==> config.mk <==
export PLATFORM = sky130hd
export DESIGN_NAME = btn_debounce
export DESIGN_NICKNAME = d
export VERILOG_FILES = /design/src/rtl/btn_debounce.sv
export SDC_FILE = /design/constraint.sdc
export NUM_CORES = 1
export LEC_CHECK = 0
export CORE_MARGIN = 10
export CORE_UTILIZATION = 60
export CTS_CLUSTER_SIZE = 25
export DETAILED_ROUTE_END_ITERATION = 12
export PLACE_DENSITY = 0.79
export SYNTH_ARGS = -nofsm -noshare
export SYNTH_HDL_FRONTEND = slang
export SYNTH_SLANG_ARGS = --single-unit
==> constraint.sdc <==
create_clock -name clk -period 2.5 [get_ports clk]
set_input_delay 0.25 -clock clk [delete_from_list [all_inputs] [get_ports clk]]
set_output_delay 0.25 -clock clk [all_outputs]
set_load 0.01 [all_outputs]
==> src/rtl/btn_debounce.sv <==
// btn_debounce: push-button synchronizer, debouncer and long-press detector.
// Define BTN_LONGPRESS_EN to build the long-press counter and its outputs.
//
// Parameters:
//   DEB_LEN  - stable clk cycles that confirm a press or a release
//   LONG_LEN - clk cycles after press_pulse at which long_pulse fires
// Ports:
//   clk           - system clock, rising edge
//   reset         - synchronous, active-high
//   btn_n         - raw asynchronous button, 0 = pressed
//   btn_level     - debounced level, 1 = pressed
//   press_pulse   - one-cycle pulse on a confirmed press
//   release_pulse - one-cycle pulse on a confirmed release
//   long_pulse    - one-cycle pulse when the long-press time is reached
//   long_active   - high from long_pulse until the confirmed release
module btn_debounce #(
  parameter int DEB_LEN  = 1000000,
  parameter int LONG_LEN = 100000000
) (
  input  logic clk,
  input  logic reset,
  input  logic btn_n,
  output logic btn_level,
  output logic press_pulse,
  output logic release_pulse,
  output logic long_pulse,
  output logic long_active
);

  typedef enum logic [1:0] {
    IDLE,
    PRESS_WAIT,
    PRESSED,
    RELEASE_WAIT
  } state_t;

  // The state-entry cycle counts as the first stable cycle.
  localparam logic [31:0] DEB_LAST = 32'(DEB_LEN - 1);

  logic [1:0]  sync_q;
  logic        s;

  state_t      state_q;
  state_t      state_d;
  logic [31:0] cnt_q;
  logic [31:0] cnt_d;
  logic        level_d;
  logic        press_d;
  logic        rel_d;

  // Sync flops reset to the released level so a held
  // button is re-debounced after reset.
  always_ff @(posedge clk) begin
    if (reset) begin
      sync_q <= 2'b11;
    end else begin
      sync_q <= {sync_q[0], btn_n};
    end
  end

  assign s = ~sync_q[1];

  always_ff @(posedge clk) begin
    if (reset) begin
      state_q       <= IDLE;
      cnt_q         <= '0;
      btn_level     <= 1'b0;
      press_pulse   <= 1'b0;
      release_pulse <= 1'b0;
    end else begin
      state_q       <= state_d;
      cnt_q         <= cnt_d;
      btn_level     <= level_d;
      press_pulse   <= press_d;
      release_pulse <= rel_d;
    end
  end

  always_comb begin
    state_d = state_q;
    cnt_d   = cnt_q;
    level_d = btn_level;
    press_d = 1'b0;
    rel_d   = 1'b0;
    unique case (state_q)
      IDLE: begin
        if (s) begin
          state_d = PRESS_WAIT;
          cnt_d   = '0;
        end
      end
      PRESS_WAIT: begin
        if (!s) begin
          state_d = IDLE;
          cnt_d   = '0;
        end else if (cnt_q == DEB_LAST) begin
          state_d = PRESSED;
          cnt_d   = '0;
          level_d = 1'b1;
          press_d = 1'b1;
        end else begin
          cnt_d = cnt_q + 32'd1;
        end
      end
      PRESSED: begin
        if (!s) begin
          state_d = RELEASE_WAIT;
          cnt_d   = '0;
        end
      end
      RELEASE_WAIT: begin
        if (s) begin
          state_d = PRESSED;
          cnt_d   = '0;
        end else if (cnt_q == DEB_LAST) begin
          state_d = IDLE;
          cnt_d   = '0;
          level_d = 1'b0;
          rel_d   = 1'b1;
        end else begin
          cnt_d = cnt_q + 32'd1;
        end
      end
    endcase
  end

`ifdef BTN_LONGPRESS_EN
  localparam logic [31:0] LONG_TGT  = 32'(LONG_LEN);
  localparam logic [31:0] LONG_LAST = 32'(LONG_LEN - 1);

  logic [31:0] lcnt_q;
  logic [31:0] lcnt_d;
  logic        lpulse_d;
  logic        lact_d;

  // Counts only while PRESSED; holds through release
  // bounce and saturates so long_pulse fires once.
  always_comb begin
    lcnt_d   = lcnt_q;
    lpulse_d = 1'b0;
    lact_d   = long_active;
    if (rel_d) begin
      lcnt_d = '0;
      lact_d = 1'b0;
    end else if (press_d) begin
      lcnt_d = '0;
    end else if (state_q == PRESSED &&
                 lcnt_q != LONG_TGT) begin
      lcnt_d = lcnt_q + 32'd1;
      if (lcnt_q == LONG_LAST) begin
        lpulse_d = 1'b1;
        lact_d   = 1'b1;
      end
    end
  end

  always_ff @(posedge clk) begin
    if (reset) begin
      lcnt_q      <= '0;
      long_pulse  <= 1'b0;
      long_active <= 1'b0;
    end else begin
      lcnt_q      <= lcnt_d;
      long_pulse  <= lpulse_d;
      long_active <= lact_d;
    end
  end
`else
  assign long_pulse  = 1'b0;
  assign long_active = 1'b0;
`endif

endmodule
==> Word-level counts from Yosys, hierarchy flattened <==
Cells that the tools add are included.
{ "classes": {"div": 0, "n_lt_le_gt_ge": 0, "eq_ne": 12, "addsub": 1, "mul": 0, "n_bitwise": 3, "shifts": 0, "n_mux": 19, "reduce_logical": 7} }
{ "ops": {"columns": ["op", "count"], "rows": [
  ["$mux W32", 5],
  ["$pmux W32 S4", 1],
  ["$add A32 B1 Y32 const B", 1],
  ["$eq A32 B20 Y1 const B", 1],
  ["$mux W2", 6],
  ["$ne A2 B2 Y1 const B", 6],
  ["$pmux W2 S4", 1],
  ["$ne A3 B3 Y1 const B", 2],
  ["$reduce_or A3 Y1", 2],
  ["$mux W1", 5],
  ["$reduce_and A5 Y1", 1],
  ["$eq A2 B2 Y1 const B", 2],
  ["$reduce_and A4 Y1", 1],
  ["$not A1 Y1", 3],
  ["$eq A2 B1 Y1 const B", 1],
  ["$logic_not A2 Y1", 1],
  ["$pmux W1 S2", 1],
  ["$reduce_and A2 Y1", 1],
  ["$reduce_bool A2 Y1", 1]
]} }
{ "totals": {"ram_bits": 0, "romBits": 0, "reg_bits": 39, "latch_bits": 0, "mem_count": 0, "elab_cells": 48, "input_bits": 3} }

==> Logic depth before layout (Yosys ltp) <==
{ "depth": {"depth_word": 4, "ltp_mapped": 8, "ltp_nobuf": 6} }

==> Worst setup path before layout <==
Ideal clock, no wire load.
{ "synth_path": {"path_kind": "reg2reg", "from": "register cnt_q[0]", "to": "register cnt_q[16]", "arrival_ns": 1.815, "required_time_ns": 2.383, "path_stages_with_launch": 9, "slack_ns": 0.568, "n_path_buf": 2, "setup_ns": 0.117, "path_cell_list": "dfxtp_1 -> ha_1 -> and4_1 -> nand3_1 -> o31a_1 -> buf_2 -> buf_2 -> a31oi_1 -> nor2_1"} }
{ "synth_via": {"elab_chain_cells": 4, "elab_cells_between_ends": 6} }
{ "synth_lines": {"columns": ["element", "line", "rtl"], "rows": [
  ["from (decl)", "45", "logic [31:0] cnt_q;"],
  ["from (signal assigned)", "72", "cnt_q <= cnt_d;"],
  ["$add A32 B1 Y32 or $eq A32 B20 Y1 (tied branches)", null, null],
  ["$mux W32 *", "96, 115", null],
  ["$mux W32, on equally long branches", "112, 93", null],
  ["$pmux W32 S4 *", "85", "unique case (state_q)"]
]} }
Every way passes the cells marked *; elsewhere a longest branch is shown, timed or not.
A chain may end at the register's enable or synchronous reset.

==> Worst setup path in the final report <==
{ "layout_path": {"from": "register cnt_q[0]", "to": "register cnt_q[24]"} }
Same word-level chain as after synthesis.

==> impl_metrics.csv <==
group,metric,value,unit
yosys,yosys_warnings,0,
route,drt_iter0_drc,201,
setup_path,crit_type,"flop to flop",
sta,period_minus_slack,2.265,ns
sta,finalHoldViolCount,0,
placement,dp_slack,0.2986,ns
yosys,syn_avg_cell_area,8.083,um2
route,wirelength,5.240,mm
setup_path,critPathCaptureType,"flop",
sta,fin_skew,0.01178,ns
route,viasPerCell,6.608,
hold_path,worstHoldStart,"sync_q[0]$_SDFF_PP1_",
sta,fmax,0.4415,GHz
yosys,synth-edff-count,0,
grt,antenna_found_initial,0,
placement,place.port_buffers,5,
sta,period_share,0.9060,
clocking,post-cts-setup-buffer-count,0,
setup_path,rr_endpoint,"cnt_q[24]$_SDFFE_PP0P_",
setup_path,startpoint_type,"flop",
floorplanning,io-pin-count,8,
yosys,syn_inst,265,
sta,finalSetupViolCount,0,
setup_path,reg2reg_depth,6,
setup_path,r2r_start,"cnt_q[0]$_SDFFE_PP0P_",
power_and_ir_drop,ir_drop,0.3265,mV
clocking,cts_root_buffer,"clkbuf_4",
floorplanning,start_util,0.6320,
setup_path,path_max_fanout,6,
cells_and_area,fin_nets,273,
grt,grt_max_degree,20,
clocking,cts_hold_buf,0,
route,drc,0,
placement,dp_cells,308,
yosys,ys_ff_latch,39,
sta,worstMarginPinSlew,0.7327,ns
yosys,seq_area_frac_synth,0.3645,
floorplanning,placementRows,21,
run_status,status,"finished clean",
clocking,cts_tree,"done",
setup_path,r2r_slack,0.23,ns
power_and_ir_drop,p_leak,0.7931,nW
setup_path,worstPathArrival,2.54,ns
placement,finalWeightedCongestion,0.8490,
clocking,clk_latency,0.35,ns
grt,track_usage,0.1763,
setup_path,cp.required,2.77,ns
cells_and_area,fin_area,2364,um2
floorplanning,die_y,79.75,um
floorplanning,die_w,79.75,um
hold_path,hold_end,"sync_q[1]$_SDFF_PP1_",
yosys,synthFlopType,"dfxtp_1",
sta,rsz0062_at_grt,"false",
route,first_pass_iters,4,
cells_and_area,antenna_cells,0,
clocking,cts_num_sinks,39,
cells_and_area,drive_above_1_share,0.1185,
sta,drv_slew,0,
clocking,cts_resized,0,
route,vias,2088,
grt,grt_pass1_wl,9.135,mm
placement,hpwl,3.762,mm
clocking,ctsHtreeMaxLevel,2,
hold_path,hold_class,"flop to flop",
clocking,clk_path_buf_depth,2,
cells_and_area,area.growth.synth_to_final,10.34,%
yosys,ys_types,53,
run,maxCapViolCount,0,
yosys,ys_async_sr_fraction,0,
floorplanning,die_area,6360,um2
placement,dpl_cell_area,2258,um2
sta,relSlewSlack,0.5075,
cells_and_area,stdcell_count,316,
route,antenna_left,0,
sta,setup_ws,0.2349,ns
floorplanning,core-area,3390,um2
grt,grt_pass1_vias,1847,
yosys,netlist_area,2142,um2
sta,tns,0,ns
hold_path,hold_depth,1,
clocking,cts.reportedPaths.clkPinSlew,0.13,ns
grt,grt_overflow,0,
route,post_drt_wl_per_cell,16.58,um
power_and_ir_drop,power_density,549.6,nW/um2
clocking,cts_buffers,5,
report_power, final:
part	leakage (nW)	internal [mW]	switching, mW
registers	0.315	0.632	0.0166
clock network	0.0514	0.311	0.221
logic	0.427	0.0456	0.0723
total	0.793	0.989	0.310
sequential cells by signal, summed over array words and instances (netlist names), named ones only:
register       count
release_pulse      1
sync_q             2
press_pulse        1
cnt_q             32
state_q            1
btn_level          1
how the worst max path moves through the flow:
stage | start | to | slack, ns
6_report | cnt_q[0]$_SDFFE_PP0P_ | cnt_q[24]$_SDFFE_PP0P_ | 0.23
5_1_grt | cnt_q[0]$_SDFFE_PP0P_ | cnt_q[23]$_SDFFE_PP0P_ | 0.03
4_1_cts | cnt_q[0]$_SDFFE_PP0P_ | cnt_q[24]$_SDFFE_PP0P_ | 0.26
3_5_place_dp | cnt_q[0]$_SDFFE_PP0P_ | cnt_q[24]$_SDFFE_PP0P_ | 0.30
3_3_place_gp | cnt_q[0]$_SDFFE_PP0P_ | cnt_q[24]$_SDFFE_PP0P_ | 0.38
2_1_floorplan | cnt_q[0]$_SDFFE_PP0P_ | cnt_q[16]$_SDFFE_PP0P_ | 0.57
critical path, stage by stage, from the launching register on:
cell	delay [ns]
dfxtp_1	0.44
ha_1	0.25
nand4_1	0.15
nor4_2	0.68
and2_1	0.34
nand3_1	0.13
o31ai_1	0.19
synthesized netlist by cell type, types with 5 or more instances:
cell type  count  share of area
a21oi_1        7          0.016
a31oi_1       19          0.055
and3_1         7          0.020
buf_2          6          0.014
clkbuf_1       9          0.016
dfxtp_1       39           0.36
inv_1         12          0.021
mux2i_1        5          0.023
nand2_1       19          0.033
nand3_1       19          0.044
nand4_1       11          0.032
nor2_1        20          0.035
nor3_1         6          0.014
nor4_1         7          0.020
o21ai_0        8          0.019
o311a_1        7          0.033
per-stage QoR:
step,hold WS (ns),total power [mW],util
global route,0.4437,1.348,0.6973
detailed placement,0.4034,0.7789,0.6663
CTS,0.4368,1.301,0.6973
floorplan,0.3538,0.7410,-
finish,0.4361,1.299,0.6973
global placement,0.3967,0.7751,0.6663
cells in the final DEF (no fill, tap or decap), types with 3 or more instances in the layout:
master / netlist / layout
a21oi_1: 7 / 7
a31oi_1: 19 / 19
and2_1: 3 / 3
and3_1: 7 / 7
and4_1: 4 / 4
buf_4: 2 / 13
clkbuf_4: 0 / 5
clkdlybuf4s50_1: 0 / 5
dfxtp_1: 39 / 39
inv_1: 12 / 12
mux2i_1: 5 / 5
nand2_1: 19 / 19
nand3_1: 19 / 19
nand4_1: 11 / 11
nor2_1: 20 / 20
nor3_1: 6 / 5
nor4_1: 7 / 7
nor4b_1: 4 / 4
o21ai_0: 8 / 8
o311a_1: 7 / 7
or2_2: 3 / 3
or4_1: 4 / 4
cells by family (layout without fill, tap and decap cells):
group,count (synthesis),in the layout,share of synthesized area
AOI/OAI and AO/OA,62,62,0.2039
xor gates and xnor gates,4,4,0.01636
adders and majority gates,1,1,0.005840
buffers and inverters,34,38,0.06892
DFF,39,39,0.3645
muxes,5,5,0.02337
other,1,2,0.001751
and+or+nand+nor,119,119,0.3154
layout make-up:
cell class	instances	area [um2]
clock buffers	5	37.54
clock inverters	3	67.56
fillers	270	1026
inverters	12	45.04
multi-input cells	193	1227
flip-flops and latches	39	780.7
well taps	46	57.56
repair buffers	18	147.6
per-layer routing:
metal	routed length, um	track usage	vias up
li1	-	-	1012
met1	2308	0.2346	964
met5	0	0	-
met4	88	0.05634	0
met3	454	0.03829	13
met2	2389	0.2759	99
Note: power is estimated with default switching activity, not from simulation.
